===== src/rtl/jts16_ramarb.sv =====
// Shared SDRAM slot arbiter between the main 68000 bus and the i8751 MCU
// external bus. One access is in flight at a time. A one-cycle gap is kept
// between accesses, and each CPU access requires cpu_cs to toggle.
module jts16_ramarb #(
    parameter int AW   = 17,
    parameter int FAIR = 1
) (
    input  logic          clk,
    input  logic          rst,
    // main CPU side
    input  logic          cpu_cs,
    input  logic [AW-1:0] cpu_addr,
    input  logic          cpu_rnw,
    input  logic [1:0]    cpu_dsn,
    input  logic [15:0]   cpu_din,
    output logic [15:0]   cpu_dout,
    output logic          cpu_ok,
    // MCU side
    input  logic          mcu_req,
    input  logic [AW-1:0] mcu_addr,
    input  logic          mcu_rnw,
    input  logic [1:0]    mcu_dsn,
    input  logic [15:0]   mcu_din,
    output logic [15:0]   mcu_dout,
    output logic          mcu_ack,
    // SDRAM side
    output logic          mem_cs,
    output logic [AW-1:0] mem_addr,
    output logic          mem_rnw,
    output logic [1:0]    mem_dsn,
    output logic [15:0]   mem_din,
    input  logic [15:0]   mem_dout,
    input  logic          mem_ok,
    output logic          busy_mcu
);

    typedef enum logic [1:0] {IDLE, CPU, MCU, GAP} state_t;

    state_t state, state_nxt;
    logic   cpu_done, mcu_pend, last_mcu;
    logic   cpu_elig, mcu_want;
    logic   grant_cpu, grant_mcu, done_ev;

    // A strobe arriving while idle can be granted on its own cycle, which
    // keeps the uncontended MCU latency equal to the CPU one.
    assign cpu_elig = cpu_cs & ~cpu_done & (cpu_dsn != 2'b11);
    assign mcu_want = mcu_pend | mcu_req;
    assign cpu_ok   = cpu_done & cpu_cs;
    assign busy_mcu = (state == MCU);

    // State register
    always_ff @(posedge clk or posedge rst) begin
        if (rst) state <= IDLE;
        else     state <= state_nxt;
    end

    // Next-state logic: grant selection in IDLE, completion detection in service
    always_comb begin
        state_nxt = state;
        grant_cpu = 1'b0;
        grant_mcu = 1'b0;
        done_ev   = 1'b0;
        case (state)
            IDLE: begin
                if (cpu_elig && mcu_want) begin
                    if (FAIR != 0 && !last_mcu) grant_mcu = 1'b1;
                    else                        grant_cpu = 1'b1;
                end else if (cpu_elig) begin
                    grant_cpu = 1'b1;
                end else if (mcu_want) begin
                    grant_mcu = 1'b1;
                end
                if (grant_cpu) state_nxt = CPU;
                if (grant_mcu) state_nxt = MCU;
            end
            CPU, MCU: begin
                if (mem_ok) begin
                    done_ev   = 1'b1;
                    state_nxt = GAP;
                end
            end
            default: state_nxt = IDLE;
        endcase
    end

    // Memory request registers, per-master bookkeeping and returned data
    always_ff @(posedge clk or posedge rst) begin
        if (rst) begin
            mem_cs   <= 1'b0;
            mem_addr <= '0;
            mem_rnw  <= 1'b0;
            mem_dsn  <= '1;
            mem_din  <= '0;
            cpu_dout <= '0;
            mcu_dout <= '0;
            mcu_ack  <= 1'b0;
            cpu_done <= 1'b0;
            mcu_pend <= 1'b0;
            last_mcu <= 1'b1;
        end else begin
            mcu_ack <= 1'b0;
            if (mcu_req && !mcu_pend && state != MCU) mcu_pend <= 1'b1;
            if (!cpu_cs) cpu_done <= 1'b0;

            if (grant_cpu) begin
                mem_cs   <= 1'b1;
                mem_addr <= cpu_addr;
                mem_rnw  <= cpu_rnw;
                mem_dsn  <= cpu_dsn;
                mem_din  <= cpu_din;
            end else if (grant_mcu) begin
                mem_cs   <= 1'b1;
                mem_addr <= mcu_addr;
                mem_rnw  <= mcu_rnw;
                mem_dsn  <= mcu_dsn;
                mem_din  <= mcu_din;
            end

            if (done_ev) begin
                mem_cs   <= 1'b0;
                last_mcu <= (state == MCU);
                if (state == CPU) begin
                    // An aborted CPU access still finishes on the bus but
                    // returns nothing to the CPU.
                    if (cpu_cs) begin
                        cpu_done <= 1'b1;
                        if (mem_rnw) cpu_dout <= mem_dout;
                    end
                end else begin
                    mcu_ack  <= 1'b1;
                    mcu_pend <= 1'b0;
                    if (mem_rnw) mcu_dout <= mem_dout;
                end
            end
        end
    end

endmodule


===== config.mk =====
export PLATFORM = sky130hd
export DESIGN_NAME = jts16_ramarb
export DESIGN_NICKNAME = d
export VERILOG_FILES = /design/src/rtl/jts16_ramarb.sv
export SDC_FILE = /design/constraint.sdc
export NUM_CORES = 1
export LEC_CHECK = 0
export ABC_AREA = 1
export CORE_MARGIN = 5
export CORE_UTILIZATION = 30
export DETAILED_ROUTE_END_ITERATION = 16
export PLACE_DENSITY = 0.65
export SETUP_SLACK_MARGIN = 0.02
export SLEW_MARGIN = 20
export SYNTH_ARGS = -nofsm -noshare
export SYNTH_HDL_FRONTEND = slang
export SYNTH_SLANG_ARGS = --single-unit
export TNS_END_PERCENT = 10

===== constraint.sdc =====
create_clock -name clk -period 2.8 [get_ports clk]
set_input_delay 0.56 -clock clk [delete_from_list [all_inputs] [get_ports clk]]
set_output_delay 0.56 -clock clk [all_outputs]
set_load 0.01 [all_outputs]

== Yosys cells after proc, flatten, opt, wreduce, memory -nomap -nowiden ==
Index checks and enable logic that the tools add are counted.

* Flip-flop bits (word level): 75
* Input port bits: 93
* Output and inout bits: 72
* Logic and storage cells: 72

* Equality and inequality tests: 6
* Bitwise logic cells: 6
* Muxes and demuxes: 37
* Reductions and logical operators: 11

{| class="wikitable"
|+ Operators by type and width
! operator !! number
|-
| $mux W17 || 2
|-
| $mux W16 || 2
|-
| $mux W1 || 27
|-
| $mux W2 || 5
|-
| $ne A2 B2 Y1 const B || 3
|-
| $pmux W2 S2 || 1
|-
| $reduce_and A4 Y1 || 1
|-
| $and A1 B1 Y1 || 3
|-
| $logic_and A1 B1 Y1 || 3
|-
| $ne A3 B3 Y1 const B || 1
|-
| $reduce_and A3 Y1 || 1
|-
| $reduce_bool A3 Y1 || 1
|-
| $eq A2 B1 Y1 const B || 1
|-
| $eq A2 B2 Y1 const B || 1
|-
| $logic_not A2 Y1 || 1
|-
| $not A1 Y1 || 2
|-
| $reduce_and A2 Y1 || 1
|-
| $reduce_bool A2 Y1 || 1
|-
| $reduce_or A2 Y1 || 1
|-
| $logic_not A1 Y1 || 1
|-
| $or A1 B1 Y1 || 1
|}

== Longest topological paths before layout ==
* Depth in word-level cells: 10
* Mapped depth: 9
* Mapped depth without buffers: 8

== Worst setup path before layout ==
No wires, ideal clock.

* Path kind: register -> register
* From: register state[0]
* To: register cpu_dout[10]
* Library setup time: 0.083 ns
* Path slack: 1.287 ns
* Data required time: 2.717 ns
* Cell stages (with the launch flop): 9
* Clock period less this slack: 1.513 ns
* Data arrival time: 1.431 ns
* Buffers on the path: 1
* Path through: dfrtp_1 > inv_1 > ha_1 > nand2_1 > inv_1 > nand4_1 > clkbuf_1 > nand2_1 > o21ai_0

* Word-level cells in the longest chain between the ends: 4

{| class="wikitable"
|+ RTL lines
! what !! RTL line !! RTL
|-
| start, declared || 39 || <nowiki>state_t state, state_nxt;</nowiki>
|-
| start signal, assigned || 54 || <nowiki>else state <= state_nxt;</nowiki>
|-
| $eq A2 B2 Y1 or $eq A2 B1 Y1 (tied branches) || 63, 122 ||
|-
| $reduce_or A2 Y1 || 63 || <nowiki>case (state)</nowiki>
|-
| $mux W1 || 63 ||
|-
| $reduce_and A4 Y1 (no source line) * || n/a ||
|-
| end signal, assigned || 127 || <nowiki>if (mem_rnw) cpu_dout <= mem_dout;</nowiki>
|-
| end, declared || 16 || <nowiki>output logic [15:0] cpu_dout,</nowiki>
|}

Every way passes the cells marked *; elsewhere a longest branch is shown, timed or not.
A chain may end at the register's enable or synchronous reset.

== Final worst setup path ==
* From: input port cpu_cs
* To: output port cpu_ok

* Word-level cells in the longest chain between the ends: 1

{| class="wikitable"
|+ RTL lines
! what !! RTL line !! RTL
|-
| start, declared || 11 || <nowiki>input logic cpu_cs,</nowiki>
|-
| $and A1 B1 Y1 || 48 || <nowiki>assign cpu_ok = cpu_done & cpu_cs;</nowiki>
|-
| end, declared || 17 || <nowiki>output logic cpu_ok,</nowiki>
|}

Every way passes these cells.

==> results.cfg <==
[final_layout]
fillers = 1087
area_delta_synth_final_pct = 58.7
n_antenna_cell = 0
fin_nets = 700
regArea_um2 = 1880
drive_gt1_frac = 0.0543
multi_input_area_um2 = 1220

[cts]
cts_sinks = 75
htreeDepth = 3
cts_buffers = 9
cts_tree = yes
cts_hold_buf = 0
clockRootBuffer = clkbuf_16
cts-resized-gates = 0
clkLatencyLatePin_ns = 0.32
clkTransAtPathRegs_ns = 0.06
cts_buffer_depth = 2
post_cts_buffers = 0

[place]
io_buffers = 164
dp_hpwl_um = 7660
gp_congestion = 0.808

[yosys]
yosysSeqAreaShare = 0.541
synth_top_family_by_area = simple AND/OR/NAND/NOR gates
synth_mux_area_frac = 0
synth_fp_nets = 540
synth_xor_area_frac = 0
yosysWarnings = 0
syn_area_um2 = 3480
synth-seq-cells = 75
synth_adder_area_share = 0.0144
avgSynthCellArea_um2 = 7.85
syn_inst = 443
synthSimpleGateAreaFrac = 0.231
synth_cell_types = 20
synth_compound_area_frac = 0.107

[floorplan]
chipWidth_um = 118
initial_core_util = 0.306
fp.dieArea_um2 = 13800
die_y_um = 118
core-area_um2 = 11400
fp-row-count = 39
ios = 165

[critical_path]
crit_type = in -> out
worst-r2r-cell-count = 7
critPathBufInv = 3
cpMostUsedCell = clkdlybuf4s50_1
crit_slowest_cell = clkdlybuf4s50_1
worstPathCellList = clkdlybuf4s50_1 -> nand2_1 -> inv_1 -> clkdlybuf4s50_1
end_kind = output pin
worstPathRequired_ns = 2.24
cp_top_family = buffers and inverters
cp_max_fo = 5
critPathArrivalTime_ns = 1.79
slowest_delay_ns = 0.55
critPathLaunchType = primary input
cp.depth = 4

[drt]
firstDrtPassIters = 4
drtIter0Drc = 183
drcViolationCount = 0
num_vias = 3280
routedWlPerCell_um = 13.7
drt-vias-per-instance = 4.37
ant_nets = 0
drt-total-wl_um = 10300

[grt]
grt_start_max_net_pins = 73
grt_antenna_before_repair = 0
grt_first_pass_wirelength_um = 17100
track_usage = 0.149
overflow = 0
first_global_vias = 3431

[sta]
fmax_mhz = 425
grt_setup_unrepaired = false
slew_violations = 0
slew_headroom = 0.573
clock_skew_ns = 0.00931
fin_setup_tns_ns = 0
hold_viol = 0
setup-violations-final = 0
max_slew.worst_pin.slew_ns = 0.640
min_period_over_period = 0.840
fin_crit_ns = 2.35
worst_hold_slack_ns = 0.472

[pwr]
powerDensity_nw_per_um2 = 991
ir_drop_uv = 406
power.leakage_uw = 0.00278

[run]
max-cap-violations = 0

[run_status]
status = completed

[worst_hold_path]
min_path_type = reg -> reg
holdPathStages = 2
[through the flow]
step	util	total power [uW]	setup slack (ns)	cells	cell area (um^2)
after detailed placement	0.461	4460	0.392	735	5240
after global routing	0.485	5930	0.364	751	5520
after floorplan	-	3150	0.335	443	3480
after CTS	0.485	5570	0.444	751	5520
final	0.485	5470	0.449	751	5520
after global placement	0.461	4380	0.458	735	5240
[placed cells by master (no fill, tap or decap), types with 3 or more instances in the layout]
master and instances:
nand2_1 190, o21ai_0 73, inv_1 63, nand4_1 3
ha_1 4, clkbuf_16 9, dfstp_2 3, clkdlybuf4s50_1 164
inv_2 3, buf_4 3, dfrtp_1 72, clkinvlp_4 3
[Yosys cell counts]
cell | number | area share
nand2_2 | 2 | 0.0036
dfstp_2 | 3 | 0.023
nor2_1 | 2 | 0.0022
inv_1 | 64 | 0.069
ha_1 | 4 | 0.014
buf_6 | 4 | 0.013
clkbuf_1 | 9 | 0.0097
or2_2 | 1 | 0.0018
nor2_2 | 1 | 0.0018
inv_2 | 3 | 0.0032
nand2_1 | 190 | 0.21
nand3_2 | 1 | 0.0029
o21ai_0 | 73 | 0.11
nand3_1 | 2 | 0.0029
buf_4 | 3 | 0.0065
o22ai_1 | 1 | 0.0018
nand4_1 | 3 | 0.0054
dfrtp_1 | 72 | 0.52
buf_2 | 4 | 0.0058
nand3_4 | 1 | 0.0050
[flip-flops by register name, summed over array words and instances (netlist names)]
| name | cells |
|---|---|
| mem_addr | 17 |
| cpu_dout | 16 |
| mcu_dout | 16 |
| mem_din | 16 |
| mem_dsn | 2 |
| state | 2 |
| cpu_done | 1 |
| last_mcu | 1 |
| mcu_ack | 1 |
| mcu_pend | 1 |
| mem_cs | 1 |
| mem_rnw | 1 |
[logic make-up (layout without fill, tap and decap cells)]
family,Yosys count,after routing
AND/OR/NAND/NOR,203,203
buffers and inverters,87,252
flip-flops,75,75
AO/OA/AOI/OAI,74,74
adder cells (fa/ha/maj),4,4
[routing by layer]
metal / routed length [um] / up-vias / share of wire / track usage
li1: - / 1660 / - / -
met1: 4800 / 1460 / 0.47 / 0.196
met2: 4200 / 150 / 0.41 / 0.220
met3: 1150 / 10 / 0.11 / 0.0692
met4: 104 / 0 / 0.010 / 0.0416
met5: 0 / - / 0 / 0
[where the power goes]
part	internal [uW]	total [uW]	leakage (uW)	switching [uW]
Sequential	1590	1850	0.000941	267
Combinational	1250	2550	0.00171	1290
Clock	626	1070	0.000128	441
[worst paths after layout]
check                               end        from  slack (ns)
max in group asynchronous    mem_dsn[1]         rst        1.48
min in group asynchronous   cpu_dout[7]         rst        0.63
min reg2reg                  mem_dsn[0]  mem_dsn[0]        0.47
min                          mem_dsn[0]  mem_dsn[0]        0.47
max                              cpu_ok      cpu_cs        0.45
max reg2reg                mem_addr[15]    state[0]        1.00
[worst register-to-register path: stages, from the launching register on]
cell	delay, ns
dfrtp_1	0.39
inv_1	0.08
ha_1	0.26
nand3_1	0.14
nand2_2	0.11
inv_2	0.48
nand2_1	0.15
nand2_1	0.12
[area by class of cell]
type                            count  share of cell area
Clock inverter                      5             0.00657
Inverter                           67              0.0458
Clock buffer                       11              0.0440
Tap cell                          143              0.0324
Sequential cell                    75               0.341
Timing Repair Buffer              169               0.309
Multi-Input combinational cell    281               0.222
(Power assumes the default switching activity.)
